**config.mk**
```make
export PLATFORM = sky130hd
export DESIGN_NAME = pov_texture_mapper
export DESIGN_NICKNAME = d
export VERILOG_FILES = /design/src/rtl/pov_pkg.sv /design/src/rtl/pov_frame_sequencer.sv /design/src/rtl/pov_texture_mapper.sv
export SDC_FILE = /design/constraint.sdc
export NUM_CORES = 1
export LEC_CHECK = 0
export ABC_AREA = 1
export BUFFER_PORTS_ARGS = -buffer_cell sky130_fd_sc_hd__buf_4
export CAP_MARGIN = 15
export CELL_PAD_IN_SITES_DETAIL_PLACEMENT = 0
export CELL_PAD_IN_SITES_GLOBAL_PLACEMENT = 1
export CORE_MARGIN = 8
export CORE_UTILIZATION = 30
export DETAILED_ROUTE_END_ITERATION = 10
export GPL_TIMING_DRIVEN = 0
export MAX_ROUTING_LAYER = met4
export PLACE_DENSITY = 0.75
export SLEW_MARGIN = 10
export SYNTH_ARGS = -nofsm -noshare
export SYNTH_HDL_FRONTEND = slang
export SYNTH_HIERARCHICAL = 1
export SYNTH_SLANG_ARGS = --single-unit
```
**constraint.sdc**
```tcl
create_clock -name clk -period 1.7 [get_ports clk]
set_input_delay 0.17 -clock clk [delete_from_list [all_inputs] [get_ports clk]]
set_output_delay 0.17 -clock clk [all_outputs]
set_load 0.05 [all_outputs]
```
**src/rtl/pov_pkg.sv**
```systemverilog
// Shared types and constants for the POV texture mapper.
package pov_pkg;

   localparam int unsigned COLOR_W = 24;

   typedef enum logic [1:0] {
      MODE_LOOP     = 2'b00,
      MODE_PINGPONG = 2'b01,
      MODE_ONESHOT  = 2'b10,
      MODE_HOLD     = 2'b11
   } pov_mode_e;

   // Per-stage tag carried alongside a pixel request through the ROM pipeline.
   typedef struct packed {
      logic valid;
      logic oor;
   } px_tag_t;

   function automatic int unsigned max1(input int unsigned v);
      return (v < 1) ? 1 : v;
   endfunction

endpackage

```
**src/rtl/pov_frame_sequencer.sv**
```systemverilog
// Frame timer and animation frame sequencing (loop / ping-pong / one-shot / hold).
module pov_frame_sequencer
   import pov_pkg::*;
#(
   parameter int unsigned NUM_FRAMES       = 1,
   parameter int unsigned CYCLES_PER_FRAME = 10,
   parameter int unsigned FI_BITS          = 1
) (
   input  logic               clk,
   input  logic               reset,
   input  logic               play,
   input  pov_mode_e          mode,
   input  logic               frame_load,
   input  logic [FI_BITS-1:0] frame_sel,
   output logic [FI_BITS-1:0] frame_idx,
   output logic               frame_tick,
   output logic               done
);

   localparam int unsigned         TMR_BITS = max1($clog2(CYCLES_PER_FRAME));
   localparam logic [TMR_BITS-1:0] TERM     = TMR_BITS'(CYCLES_PER_FRAME - 1);
   localparam logic [FI_BITS-1:0]  LAST     = FI_BITS'(NUM_FRAMES - 1);
   localparam logic [FI_BITS-1:0]  ONE      = FI_BITS'(1);
   localparam logic                DIR_UP   = 1'b0;
   localparam logic                DIR_DN   = 1'b1;

   logic [TMR_BITS-1:0] timer_q, timer_d;
   logic [FI_BITS-1:0]  idx_q, idx_d;
   logic                tick_q, tick_d;
   logic                done_q, done_d;
   logic                dir_q, dir_d;
   pov_mode_e           mode_q, mode_d;
   logic [FI_BITS-1:0]  sel_clamp;

   assign sel_clamp = (32'(frame_sel) > NUM_FRAMES - 1) ? LAST : frame_sel;

   always_comb begin
      timer_d = timer_q;
      idx_d   = idx_q;
      tick_d  = 1'b0;
      done_d  = done_q;
      dir_d   = dir_q;
      mode_d  = mode;
      if (mode != mode_q) done_d = 1'b0;
      if (frame_load) begin
         // A load restarts the frame period, so it also swallows a coincident tick.
         idx_d   = sel_clamp;
         timer_d = '0;
         done_d  = 1'b0;
         dir_d   = DIR_UP;
      end else if (play) begin
         if (timer_q == TERM) begin
            timer_d = '0;
            tick_d  = 1'b1;
            unique case (mode)
               MODE_LOOP: idx_d = (idx_q == LAST) ? '0 : idx_q + ONE;
               MODE_PINGPONG: begin
                  if (NUM_FRAMES > 1) begin
                     if (dir_q == DIR_UP) begin
                        if (idx_q == LAST) begin
                           idx_d = idx_q - ONE;
                           dir_d = DIR_DN;
                        end else begin
                           idx_d = idx_q + ONE;
                        end
                     end else begin
                        if (idx_q == '0) begin
                           idx_d = ONE;
                           dir_d = DIR_UP;
                        end else begin
                           idx_d = idx_q - ONE;
                        end
                     end
                  end
               end
               MODE_ONESHOT: begin
                  if (idx_q != LAST) idx_d = idx_q + ONE;
                  if (idx_d == LAST) done_d = 1'b1;
               end
               default: ;
            endcase
         end else begin
            timer_d = timer_q + TMR_BITS'(1);
         end
      end
   end

   always_ff @(posedge clk) begin
      if (reset) begin
         timer_q <= '0;
         idx_q   <= '0;
         tick_q  <= 1'b0;
         done_q  <= 1'b0;
         dir_q   <= DIR_UP;
         mode_q  <= MODE_LOOP;
      end else begin
         timer_q <= timer_d;
         idx_q   <= idx_d;
         tick_q  <= tick_d;
         done_q  <= done_d;
         dir_q   <= dir_d;
         mode_q  <= mode_d;
      end
   end

   assign frame_idx  = idx_q;
   assign frame_tick = tick_q;
   assign done       = done_q;

endmodule

```
**src/rtl/pov_texture_mapper.sv**
```systemverilog
// POV texture mapper: angle/LED to texture ROM address, pipelined colour return.
module pov_texture_mapper
   import pov_pkg::*;
#(
   parameter int unsigned LED_COUNT   = 52,
   parameter int unsigned TEX_WIDTH   = 64,
   parameter int unsigned NUM_FRAMES  = 1,
   parameter int unsigned THETA_BITS  = 6,
   parameter int unsigned CLK_FREQ    = 100_000_000,
   parameter int unsigned FPS         = 24,
   parameter int unsigned ROM_LATENCY = 1,
   localparam int unsigned FRAME_SIZE       = TEX_WIDTH * LED_COUNT,
   localparam int unsigned CYCLES_PER_FRAME = CLK_FREQ / FPS,
   localparam int unsigned PX_BITS          = $clog2(LED_COUNT),
   localparam int unsigned ADDR_BITS        = $clog2(FRAME_SIZE * NUM_FRAMES),
   localparam int unsigned FI_BITS          = max1($clog2(NUM_FRAMES))
) (
   input  logic                  clk,
   input  logic                  reset,
   input  logic [THETA_BITS-1:0] theta,
   input  logic [THETA_BITS-1:0] theta_offset,
   input  logic                  px_req,
   input  logic [PX_BITS-1:0]    px_idx,
   input  logic                  play,
   input  logic [1:0]            mode,
   input  logic                  frame_load,
   input  logic [FI_BITS-1:0]    frame_sel,
   output logic [ADDR_BITS-1:0]  rom_addr,
   input  logic [COLOR_W-1:0]    rom_data,
   output logic [COLOR_W-1:0]    px_color,
   output logic                  px_valid,
   output logic [FI_BITS-1:0]    frame_idx,
   output logic                  frame_tick,
   output logic                  done
);

   pov_frame_sequencer #(
      .NUM_FRAMES       (NUM_FRAMES),
      .CYCLES_PER_FRAME (CYCLES_PER_FRAME),
      .FI_BITS          (FI_BITS)
   ) u_seq (
      .clk        (clk),
      .reset      (reset),
      .play       (play),
      .mode       (pov_mode_e'(mode)),
      .frame_load (frame_load),
      .frame_sel  (frame_sel),
      .frame_idx  (frame_idx),
      .frame_tick (frame_tick),
      .done       (done)
   );

   logic [THETA_BITS-1:0] theta_sum;
   logic [31:0]           col;
   logic                  oor;

   logic [ADDR_BITS-1:0]  rom_addr_q, rom_addr_d;
   logic [COLOR_W-1:0]    px_color_q, px_color_d;
   logic                  px_valid_q, px_valid_d;
   px_tag_t               tag_q [ROM_LATENCY];
   px_tag_t               tag_d [ROM_LATENCY];

   // Rotation wraps naturally in THETA_BITS; then scale angle onto texture columns.
   assign theta_sum = theta + theta_offset;
   assign col       = (32'(theta_sum) * TEX_WIDTH) >> THETA_BITS;
   assign oor       = (32'(px_idx) >= LED_COUNT);

   always_comb begin
      rom_addr_d = rom_addr_q;
      if (px_req && !oor) begin
         rom_addr_d = ADDR_BITS'(32'(frame_idx) * FRAME_SIZE + 32'(px_idx) * TEX_WIDTH + col);
      end
   end

   // Tag shift register tracks each request until its ROM data is due.
   always_comb begin
      tag_d[0] = '{valid: px_req, oor: oor};
      for (int i = 1; i < ROM_LATENCY; i++) tag_d[i] = tag_q[i-1];
   end

   always_comb begin
      px_valid_d = tag_q[ROM_LATENCY-1].valid;
      px_color_d = px_color_q;
      if (tag_q[ROM_LATENCY-1].valid) begin
         px_color_d = tag_q[ROM_LATENCY-1].oor ? '0 : rom_data;
      end
   end

   always_ff @(posedge clk) begin
      if (reset) begin
         rom_addr_q <= '0;
         px_color_q <= '0;
         px_valid_q <= 1'b0;
         for (int i = 0; i < ROM_LATENCY; i++) tag_q[i] <= '0;
      end else begin
         rom_addr_q <= rom_addr_d;
         px_color_q <= px_color_d;
         px_valid_q <= px_valid_d;
         for (int i = 0; i < ROM_LATENCY; i++) tag_q[i] <= tag_d[i];
      end
   end

   assign rom_addr = rom_addr_q;
   assign px_color = px_color_q;
   assign px_valid = px_valid_q;

endmodule

```
### Word level (Yosys, flattened, before mapping)

Memories as Yosys holds them, arrays and structs flattened.
Index checks and enable logic that the tools add are counted.

* flip-flop bits (word level): 64
* bits in writable memories: 2
* output and inout bits: 40
* memories kept: 1

* add/subtract/negate cells: 5
* multipliers: 1
* magnitude comparators: 2
* equality and inequality tests: 3
* multiplexer cells: 23
* bitwise operators: 1
* reductions and logical operators: 10

Memories
* tag_q: words 1, bits a word 2, read ports 1, clocked after Yosys merged registers in 0, write ports 1, RTL line pov_texture_mapper.sv:60 `px_tag_t tag_q [ROM_LATENCY];`

Operator list (number)
* $mux W24: 1
* $add A22 B1 Y22 const B: 1
* $eq A22 B22 Y1 const B: 1
* $mux W22: 1
* $mux W1: 19
* $add A12 B12 Y12: 1
* $add A12 B6 Y12: 1
* $add A6 B6 Y6: 1
* $ge A6 B6 Y1 const B: 1
* $mul A1 B4 Y4 const B: 1
* $reduce_bool A2 Y1: 2
* $reduce_or A2 Y1: 2
* $reduce_and A3 Y1: 1
* $reduce_bool A3 Y1: 1
* $reduce_or A3 Y1: 1
* $eq A2 B2 Y1 const B: 1
* $logic_not A2 Y1: 1
* $mux W2: 1
* $ne A2 B2 Y1: 1
* $pmux W1 S2: 1
* $add A1 B1 Y1 const B: 1
* $gt A1 B1 Y1 const B: 1
* $logic_and A1 B1 Y1: 1
* $logic_not A1 Y1: 1
* $not A1 Y1: 1

### Depth between registers and ports, before layout

Gate-level depths: netlist (run 1).

* depth in word-level cells: 10
* gate-level depth with buffers: 11

### Modules after synthesis

The synthesis (run 1) kept the hierarchy.

Modules (own cells, without submodules)
* pov_texture_mapper: instances 1, cells an instance 212, area an instance 1647.8 µm², seq. area each 780.7 µm²
* pov_frame_sequencer: instances 1, cells an instance 216, area an instance 1390.1 µm², seq. area each 520.5 µm²

### Worst setup path before layout (run 1)

No wires, ideal clock.

* path kind: register to register
* from: register u_seq.timer_q[0]
* to: register u_seq.timer_q[16]
* library setup time: 0.113 ns
* data arrival time: 1.204 ns
* required time: 1.587 ns
* slack: 0.383 ns
* stages on the path, launching flop included: 9
* buffers on the path: 0
* cells stage by stage: dfxtp_1 ha_1 nand2_1 nor2_1 nand2_1 nor2_2 nand3_1 nor2_1 nor2_1

* word-level cells in the longest chain between the ends: 2

Ends and longest elaborated chain
* start: declaration: RTL line pov_frame_sequencer.sv:27 `logic [TMR_BITS-1:0] timer_q, timer_d;`
* start signal: assignment: RTL line pov_frame_sequencer.sv:97 `timer_q <= timer_d;`
* $add A22 B1 Y22 / $eq A22 B22 Y1 (equally long branches): RTL line pov_frame_sequencer.sv:83, pov_frame_sequencer.sv:52
* $mux W22 *: RTL line pov_frame_sequencer.sv:52 `if (timer_q == TERM) begin`

Mark *: on every way between the ends. The rest lies on a longest branch, timed or not.
A chain may end at the register's enable or synchronous reset.

### Final worst setup path (run 1)

* from: register u_seq.timer_q[1]
* to: register u_seq.timer_q[16]

The elaborated chain is that of the path after synthesis.

==> impl_metrics.py, run 1 <==
metrics = {
    "detailed_routing": {
        "drt_pass1_iterations": 4,
        "totalWireLength_mm": 8.08,
        "wl_per_cell_um": 12.2,
        "vias_per_cell": 4.34,
        "detailedRoute.firstIterationViolations": 124,
        "detail_route.drc_violations": 0,
        "vias": 2875,
        "drtAntennaViolNets": 0,
    },
    "critical_path": {
        "arrival_ns": 1.78,
        "worstRegToRegCells": 9,
        "crit_path_start_kind": "register",
        "largest_fanout_on_the_critical_path": 5,
        "worstSetupPathType": "register to register",
        "critical_path_required_ns": 1.98,
        "timing.critical_path.to_type": "register",
    },
    "timing": {
        "grt_setup_unrepaired": "no",
        "final.setup_skew_ns": 0.00795,
        "totalNegativeSetupSlack_ns": 0,
        "worst_slew_pin_slew_ns": 0.504,
        "finalHoldViolations": 0,
        "final_number_of_setup_violating_endpoints": 0,
        "max_slew_vio_count": 0,
        "max_freq_mhz": 667,
        "layout_min_cycle_time_ns": 1.50,
        "slew_headroom": 0.664,
        "fin_crit_sh": 0.881,
    },
    "clock_tree": {
        "insertion_delay_ns": 0.34,
        "path_clk_slew_ns": 0.08,
        "cts_made_buffers": 9,
        "clk_path_buf_depth": 2,
        "clk_root_buffer_cell": "clkbuf_8",
        "clock_tree.htree_level_count": 3,
        "cts.repair_timing.setup_buffer_count": 0,
        "cts_tree": "yes",
        "sink_count": 65,
    },
    "die": {
        "die_h_um": 117,
        "fp.coreArea_mm2": 0.00982,
        "die_footprint_mm2": 0.0136,
        "core.rowCount": 36,
        "i_o_pin_total": 90,
        "die_outline_width_um": 117,
        "initial_core_util": 0.309,
    },
    "place": {
        "port_buffers": 86,
        "final_hpwl_from_detailed_placement_mm": 6.41,
        "gp_congestion": 0.814,
    },
    "yosys": {
        "synth.area.mux_share": 0,
        "async_sr_flop_fraction": 0,
        "synth_xor_area_frac": 0.0346,
        "ys.flop_type": "dfxtp_1",
        "synth_top_family_by_area": "simple AND/OR/NAND/NOR gates",
        "synth_edf_count": 0,
        "share_of_the_synthesized_area_in_compound_gates_ao_oa_aoi_oai": 0.0857,
        "yosysWarnings": 6,
        "syn-instance-count": 428,
        "synthesis.nets": 489,
        "synth-seq-cells": 65,
        "syn_area_mm2": 0.00304,
        "synth.yosys.seq_area_share": 0.428,
        "synth_cell_types": 34,
        "synth_simple_gate_area_frac": 0.325,
        "synthesis.area_per_instance_um2": 7.10,
        "yosys.area_share.adder": 0.0478,
    },
    "hold_path": {
        "min_path_cells": 2,
        "hp-class": "primary input to register",
    },
    "finish": {
        "fillerInstances": 1086,
        "post-route-util": 0.416,
        "layout-drive-gt1-share": 0.242,
        "insertedDiodeCount": 0,
        "area.growth.synth_to_final_pct": 34.3,
        "fin_nets": 586,
    },
    "pwr": {
        "power_frac_clock": 0.395,
        "total_leakage_power_nw": 1.84,
        "netSwitchingPower_mw": 1.06,
        "share_seq_of_total_power": 0.436,
        "irDropWorstVdd_mv": 0.521,
        "cellPowerDensity_mw_per_mm2": 907,
        "p_int_mw": 2.64,
        "comb_power_share": 0.168,
        "p_total_mw": 3.70,
        "p_sw_frac": 0.286,
    },
    "global_route": {
        "first_global_vias": 2851,
        "grt.total_usage": 0.130,
        "grt_first_pass_wirelength_mm": 13.4,
        "maximum_number_of_pins_on_one_net_before_global_route_repair": 13,
        "grt-ovfl-total": 0,
        "grt_antenna_before_repair": 0,
    },
    "run_status": {
        "result_of_the_run": "complete, no violations",
    },
    "job": {
        "max_cap_violations": 0,
    },
}
## logic make-up (layout without fill, tap and decap cells)
| kind of cell | after synthesis | count (layout) |
|---|---|---|
| AND/OR/NAND/NOR | 237 | 237 |
| flip-flops | 65 | 65 |
| buffers and inverters | 53 | 155 |
| AO/OA/AOI/OAI | 49 | 49 |
| XOR/XNOR | 12 | 12 |
| adder cells (fa/ha/maj) | 11 | 11 |
| other | 1 | 1 |
## final cells by class
cell class                      count  area (um2)  area share
Inverter                           43         171      0.0420
Clock buffer                       10         128      0.0313
Timing Repair Buffer               86         646       0.158
Multi-Input combinational cell    310        1510       0.370
Sequential cell                    65        1300       0.319
Tap cell                          133         166      0.0408
Buffer                             10        65.1      0.0159
Clock inverter                      6        92.6      0.0227
## synth_stat cells (all sizes together) (2+ instances only)
master | n | area share
or2 | 3 | 0.0062
dfxtp | 65 | 0.43
o21ai | 15 | 0.027
ha | 10 | 0.041
nand2 | 116 | 0.15
clkbuf | 3 | 0.0037
nand3b | 2 | 0.0049
a21oi | 31 | 0.051
nand4 | 3 | 0.0062
xor2 | 8 | 0.023
inv | 43 | 0.056
nor2 | 89 | 0.12
xnor2 | 4 | 0.012
buf | 7 | 0.018
nand3 | 20 | 0.036
nor3 | 3 | 0.0049
## per-stage QoR
stage	cell area, um2	hold slack, ns	std cells	setup slack, ns
2_1_floorplan	3040	0.241	428	0.383
3_3_place_gp	3850	0.394	647	0.136
3_5_place_dp	3850	0.400	647	0.0994
4_1_cts	4070	0.0306	663	0.0711
5_1_grt	4080	0.0324	663	0.0287
6_report	4080	0.0460	663	0.202
## sequential cells by signal (all words and copies together) (netlist names)
name              flops
px_color             24
u_seq/mode_q          2
u_seq/done            1
tag_q                 2
u_seq/frame_tick      1
rom_addr             12
u_seq/timer_q        22
px_valid              1
## layout by cell type (no fill, tap or decap), types with 3 or more instances in the layout
cell type,Yosys,final
a21oi_1,31,31
buf_2,4,4
buf_4,1,87
clkbuf_1,3,4
clkbuf_8,0,9
dfxtp_1,65,64
ha_1,10,10
inv_1,39,39
nand2_1,114,114
nand3_1,18,18
nand4_1,3,3
nor2_1,84,82
nor2_2,4,5
nor3_1,3,3
o21ai_0,13,13
xnor2_1,4,4
xor2_1,8,8
## what timing repair did
item,CTS,global route
hold buffers,0,0
resized for setup,0,4
setup endpoints to repair,0,4
## power by group through the flow
stage	Sequential (mW)	Combinational, mW	Clock, mW
2_1_floorplan	1.83	0.214	0
3_3_place_gp	1.65	0.623	0
3_5_place_dp	1.65	0.628	0
4_1_cts	1.61	0.630	1.51
5_1_grt	1.62	0.682	1.57
6_report	1.62	0.623	1.46
## metal layers
layer,part of all wire,global-route usage
met4,0.012,0.0538
met5,0,-
met3,0.057,0.0450
met1,0.47,0.148
met2,0.46,0.204
## final timing paths
kind	slack, ns	from	endpoint
worst max register to register	0.20	u_seq/timer_q[1]	u_seq/timer_q[16]
worst max-delay path	0.20	u_seq/timer_q[1]	u_seq/timer_q[16]
worst min-delay path	0.05	reset	u_seq/mode_q[1]
worst min register to register	0.47	px_color[10]	px_color[10]
## worst max-delay path, stage by stage, from the launching register on
cell	delay, ns
dfxtp_1	0.39
ha_1	0.19
nand2_1	0.09
nor2_2	0.14
nand2_1	0.12
nor2_4	0.16
nand3_1	0.13
nand2_1	0.08
nand2_1	0.05
nor2_1	0.07
Power figures use the tool's default switching activity.
==> inputs of run 2 (changes only) <==
--- a/config.mk
+++ b/config.mk
@@ -11,11 +11,11 @@
 export CELL_PAD_IN_SITES_DETAIL_PLACEMENT = 0
 export CELL_PAD_IN_SITES_GLOBAL_PLACEMENT = 1
 export CORE_MARGIN = 8
-export CORE_UTILIZATION = 30
+export CORE_UTILIZATION = 36
 export DETAILED_ROUTE_END_ITERATION = 10
 export GPL_TIMING_DRIVEN = 0
 export MAX_ROUTING_LAYER = met4
-export PLACE_DENSITY = 0.75
+export PLACE_DENSITY = 0.86
 export SLEW_MARGIN = 10
 export SYNTH_ARGS = -nofsm -noshare
 export SYNTH_HDL_FRONTEND = slang
==> run 2 against run 1 <==
Against the previous run:
- critical endpoint is now u_seq/timer_q[14]
- flip-flop and latch count unchanged
- total power decreased by 3.4%
- count of clock-buffer cells in the layout unchanged
- sequential share of layout area increased by 0.46 points
- critical path type unchanged
- design area decreased by 1.3%
==> impl_metrics.py, run 2 (synthesis results as in run 1) <==
metrics = {
    "finish": {
        "layout_commonest_cell": "nand2_1",
        "fillerInstances": 835,
        "area.growth.synth_to_final_pct": 32.6,
        "largest_reg_flops": 24,
        "multiInputGateArea_mm2": 0.00151,
        "sequential_cell_area_mm2": 0.00130,
        "fin_nets": 586,
        "final_cell_mix": "nand2_1, buf_4, nor2_1",
        "insertedDiodeCount": 0,
        "finish.cell_count_without_fillers": 635,
        "layout-drive-gt1-share": 0.242,
    },
    "global_route": {
        "grt.total_usage": 0.146,
        "grt-ovfl-total": 0,
        "first_global_vias": 2929,
        "grt_first_pass_wirelength_mm": 13.4,
        "maximum_number_of_pins_on_one_net_before_global_route_repair": 13,
        "grt_antenna_before_repair": 0,
    },
    "critical_path": {
        "arrival_ns": 1.73,
        "critical_path_required_ns": 1.92,
        "largest_fanout_on_the_critical_path": 6,
        "crit_path_start_kind": "register",
        "worstSetupPathType": "register to register",
        "timing.critical_path.to_type": "register",
    },
    "timing": {
        "max_freq_mhz": 662,
        "final_number_of_setup_violating_endpoints": 0,
        "worst_hold_slack_ns": 0.0529,
        "layout_min_cycle_time_ns": 1.51,
        "grt_setup_unrepaired": "no",
        "max_slew_vio_count": 0,
        "final.setup_skew_ns": 0.00573,
        "fin_crit_sh": 0.888,
        "totalNegativeSetupSlack_ns": 0,
        "finalHoldViolations": 0,
    },
    "place": {
        "port_buffers": 86,
        "final_hpwl_from_detailed_placement_mm": 6.15,
        "gp_congestion": 0.820,
        "placed_cells": 619,
    },
    "die": {
        "die_footprint_mm2": 0.0116,
        "core.rowCount": 33,
        "i_o_pin_total": 90,
        "die_outline_width_um": 108,
        "fp.coreArea_mm2": 0.00822,
        "die_h_um": 108,
        "initial_core_util": 0.370,
    },
    "detailed_routing": {
        "detail_route.drc_violations": 0,
        "vias": 2876,
        "maxUsedRoutingLayer": "met4",
        "drt_pass1_iterations": 4,
        "route.met3.wl_um": 493,
        "detailedRoute.firstIterationViolations": 98,
        "totalWireLength_mm": 7.71,
        "drtAntennaViolNets": 0,
        "vias_per_cell": 4.53,
        "detailroute.wirelength.met2_mm": 3.69,
        "wl_per_cell_um": 12.1,
        "wl_met1_mm": 3.45,
    },
    "pwr": {
        "cellPowerDensity_mw_per_mm2": 888,
        "irDropWorstVdd_mv": 0.538,
        "total_leakage_power_nw": 1.83,
    },
    "clock_tree": {
        "cts_made_buffers": 9,
        "cts.hold.buffers_added": 0,
        "cts_tree": "yes",
        "path_clk_slew_ns": 0.08,
        "clk_root_buffer_cell": "clkbuf_8",
        "clk_path_buf_depth": 2,
        "sink_count": 65,
        "clock_tree.htree_level_count": 3,
        "insertion_delay_ns": 0.33,
    },
    "run_status": {
        "result_of_the_run": "complete, no violations",
    },
    "hold_path": {
        "hp-class": "primary input to register",
    },
    "job": {
        "max_cap_violations": 0,
    },
}
run 2: final timing paths:
path,start,end,slack [ns],cells after the start
max reg2reg,u_seq/timer_q[0],u_seq/timer_q[14],0.19,7
min reg2reg,px_color[6],px_color[6],0.47,2
max,u_seq/timer_q[0],u_seq/timer_q[14],0.19,7
min,reset,u_seq/mode_q[1],0.05,2
run 2: where the power goes:
part / internal (mW) / switching (mW) / leakage [nW] / total, mW
sequential: 1.58 / 0.0316 / 0.531 / 1.61
clock: 0.719 / 0.620 / 0.0985 / 1.34
combinational: 0.230 / 0.393 / 1.20 / 0.624
total: 2.53 / 1.04 / 1.83 / 3.58
run 2: cell type report:
type / count / area share
plain buffers: 10 / 0.0162
inverters: 43 / 0.0426
flip-flops and latches: 65 / 0.324
clock inverters: 6 / 0.0168
repair buffers: 86 / 0.160
multi-input cells: 310 / 0.374
well taps: 105 / 0.0326
clock buffers: 10 / 0.0342
run 2: layer usage:
| metal | vias to the layer above | GRT usage |
|---|---|---|
| met5 | - | - |
| met3 | 5 | 0.0557 |
| met1 | 1286 | 0.170 |
| met4 | 0 | 0.0426 |
| li1 | 1533 | - |
| met2 | 52 | 0.230 |
run 2: metrics by stage:
step           instance area, um2  setup slack [ns]  total power, mW   util
2_1_floorplan                3040             0.383             2.04      -
3_3_place_gp                 3810             0.152             2.27  0.464
3_5_place_dp                 3810             0.129             2.28  0.464
4_1_cts                      4020             0.103             3.63  0.489
5_1_grt                      4030            0.0382             3.76  0.490
6_report                     4030             0.191             3.58  0.490
run 2: timing repair:
action,4_1_cts,5_1_grt
buffers inserted,0,0
gates resized for setup,0,3
endpoints found under the setup margin,0,6
run 2: worst max-delay path, cell delays in order, from the launching register on:
cell and delay (ns):
dfxtp_2 0.38, ha_1 0.18, nand2_1 0.07, nor2_1 0.15
nand3b_1 0.13, nor2_1 0.26, xor2_1 0.18, nor2_1 0.05
==> inputs of run 3 (changes only) <==
--- a/config.mk
+++ b/config.mk
@@ -16,6 +16,7 @@
 export GPL_TIMING_DRIVEN = 0
 export MAX_ROUTING_LAYER = met4
 export PLACE_DENSITY = 0.86
+export REMOVE_ABC_BUFFERS = 1
 export SLEW_MARGIN = 10
 export SYNTH_ARGS = -nofsm -noshare
 export SYNTH_HDL_FRONTEND = slang
==> run 3 against run 2 <==
Against the previous run:
- worst hold slack improved by 0.0095 ns
- die area is the same
- sequential power hardly changed
- non-clock buffer count down 9
- routed wire length down 0.23%
- sequential share of layout area is 0.16 points higher
- flip-flop and latch count unchanged
- maximum frequency shrank 1.9%
- worst setup slack got worse by 0.029 ns
- critical path type unchanged
- largest cell class unchanged
==> impl_metrics.py, run 3 (synthesis results as in run 1) <==
metrics = {
    "critical_path": {
        "cell_with_the_largest_stage_delay_on_the_worst_path": "dfxtp_1",
        "arrival_ns": 1.76,
        "slowest_delay_ns": 0.39,
        "largest_fanout_on_the_critical_path": 5,
        "timing.critical_path.mode_cell": "nor2_1",
        "critical_path_required_ns": 1.92,
        "crit_path_start_kind": "register",
        "timing.critical_path.to_type": "register",
        "crit_path_cell_chain": "ha_1, nand2_1, nor2_2, nand3b_1, nor2_1, xor2_1, nor2_1",
        "worstSetupPathType": "register to register",
    },
    "timing": {
        "final_number_of_setup_violating_endpoints": 0,
        "worst_slew_pin_slew_ns": 0.512,
        "final.setup_skew_ns": 0.00532,
        "max_slew_vio_count": 0,
        "finalHoldViolations": 0,
        "fin_crit_sh": 0.905,
        "max_freq_mhz": 650,
        "layout_min_cycle_time_ns": 1.54,
        "totalNegativeSetupSlack_ns": 0,
        "grt_setup_unrepaired": "no",
        "slew_headroom": 0.658,
        "layout_setup_ws_ns": 0.161,
    },
    "global_route": {
        "maximum_number_of_pins_on_one_net_before_global_route_repair": 35,
        "first_global_vias": 2777,
        "grt.total_usage": 0.144,
        "grt_first_pass_wirelength_mm": 13.1,
        "grt-ovfl-total": 0,
        "grt_antenna_before_repair": 0,
    },
    "finish": {
        "area.growth.synth_to_final_pct": 31.8,
        "finish.cell_count_without_fillers": 626,
        "insertedDiodeCount": 0,
        "largest_reg_flops": 24,
        "final_cell_mix": "nand2_1, buf_4, nor2_1",
        "final_design_area_no_fill_mm2": 0.00400,
        "fin_nets": 577,
        "layout-drive-gt1-share": 0.234,
        "layout_commonest_cell": "nand2_1",
    },
    "clock_tree": {
        "clk_path_buf_depth": 2,
        "clock_tree.htree_level_count": 3,
        "insertion_delay_ns": 0.34,
        "clk_root_buffer_cell": "clkbuf_8",
        "cts.repair.resized": 0,
        "cts_tree": "yes",
        "cts_made_buffers": 9,
        "cts.hold.buffers_added": 0,
        "path_clk_slew_ns": 0.08,
        "sink_count": 65,
        "cts.repair_timing.setup_buffer_count": 0,
    },
    "die": {
        "die_footprint_mm2": 0.0116,
        "die_outline_width_um": 108,
        "fp.coreArea_mm2": 0.00822,
        "i_o_pin_total": 90,
        "die_h_um": 108,
        "initial_core_util": 0.370,
        "core.rowCount": 33,
    },
    "detailed_routing": {
        "drtAntennaViolNets": 0,
        "vias": 2838,
        "detailedRoute.firstIterationViolations": 96,
        "vias_per_cell": 4.53,
        "wl_per_cell_um": 12.3,
        "totalWireLength_mm": 7.69,
        "drt_pass1_iterations": 7,
        "detail_route.drc_violations": 0,
    },
    "pwr": {
        "cellPowerDensity_mw_per_mm2": 937,
        "p_total_mw": 3.75,
        "irDropWorstVdd_mv": 0.399,
        "total_leakage_power_nw": 1.82,
    },
    "job": {
        "max_cap_violations": 0,
    },
    "place": {
        "post-place-ws_ns": 0.119,
        "placed_cells": 610,
        "post_dp_cell_area_mm2": 0.00376,
        "port_buffers": 87,
        "final_hpwl_from_detailed_placement_mm": 5.90,
        "gp_congestion": 0.805,
    },
    "run_status": {
        "result_of_the_run": "complete, no violations",
    },
    "hold_path": {
        "hp-class": "primary input to register",
    },
}
-- run 3: changes by cell type in the layout (fill, tap and decap cells not counted), sizes merged --
cell      delta
buf          -6
clkbuf       -2
clkinvlp     -2
bufinv       +1
clkinv       -1
inv          +1
-- run 3: stage by stage --
step	hold slack (ns)	utilization
6_report	0.0624	0.487
5_1_grt	0.0588	0.487
4_1_cts	0.0410	0.486
3_5_place_dp	0.408	0.457
3_3_place_gp	0.400	0.457
2_1_floorplan	0.239	-
-- run 3: critical path, delay by kind of cell (launching register included) --
family	cells	cell delay [ns]
XOR/XNOR	1	0.18
flip-flops	1	0.39
AND/OR/NAND/NOR	5	0.66
adder cells (fa/ha/maj)	1	0.19
-- run 3: path summary, 6_finish.rpt --
path	startpoint	to	slack [ns]	depth (start not counted)
hold reg to reg	px_color[2]	px_color[2]	0.47	2
setup reg to reg	u_seq/timer_q[1]	u_seq/timer_q[14]	0.16	7
setup / recovery	u_seq/timer_q[1]	u_seq/timer_q[14]	0.16	7
hold / removal	px_req	tag_q[0][1]	0.06	3
-- run 3: cell type report --
type / count / area (um2)
clock buffers: 11 / 151
clock inverters: 5 / 86.3
fillers: 852 / 4210
flip-flops and latches: 65 / 1300
repair buffers: 87 / 653
inverters: 43 / 171
multi-input cells: 310 / 1510
well taps: 105 / 131
-- run 3: report_power, final --
part | internal [mW] | switching [mW] | total [mW]
sequential | 1.58 | 0.0324 | 1.61
combinational | 0.219 | 0.389 | 0.608
clock | 0.916 | 0.612 | 1.53
total | 2.72 | 1.03 | 3.75
-- run 3: layer usage --
layer	routed length, um	share of wire	track usage	vias up
met5	0	0	-	-
met4	126	0.016	0.0733	0
met3	302	0.039	0.0311	8
met2	3660	0.48	0.231	54
met1	3600	0.47	0.166	1254
li1	-	-	-	1522
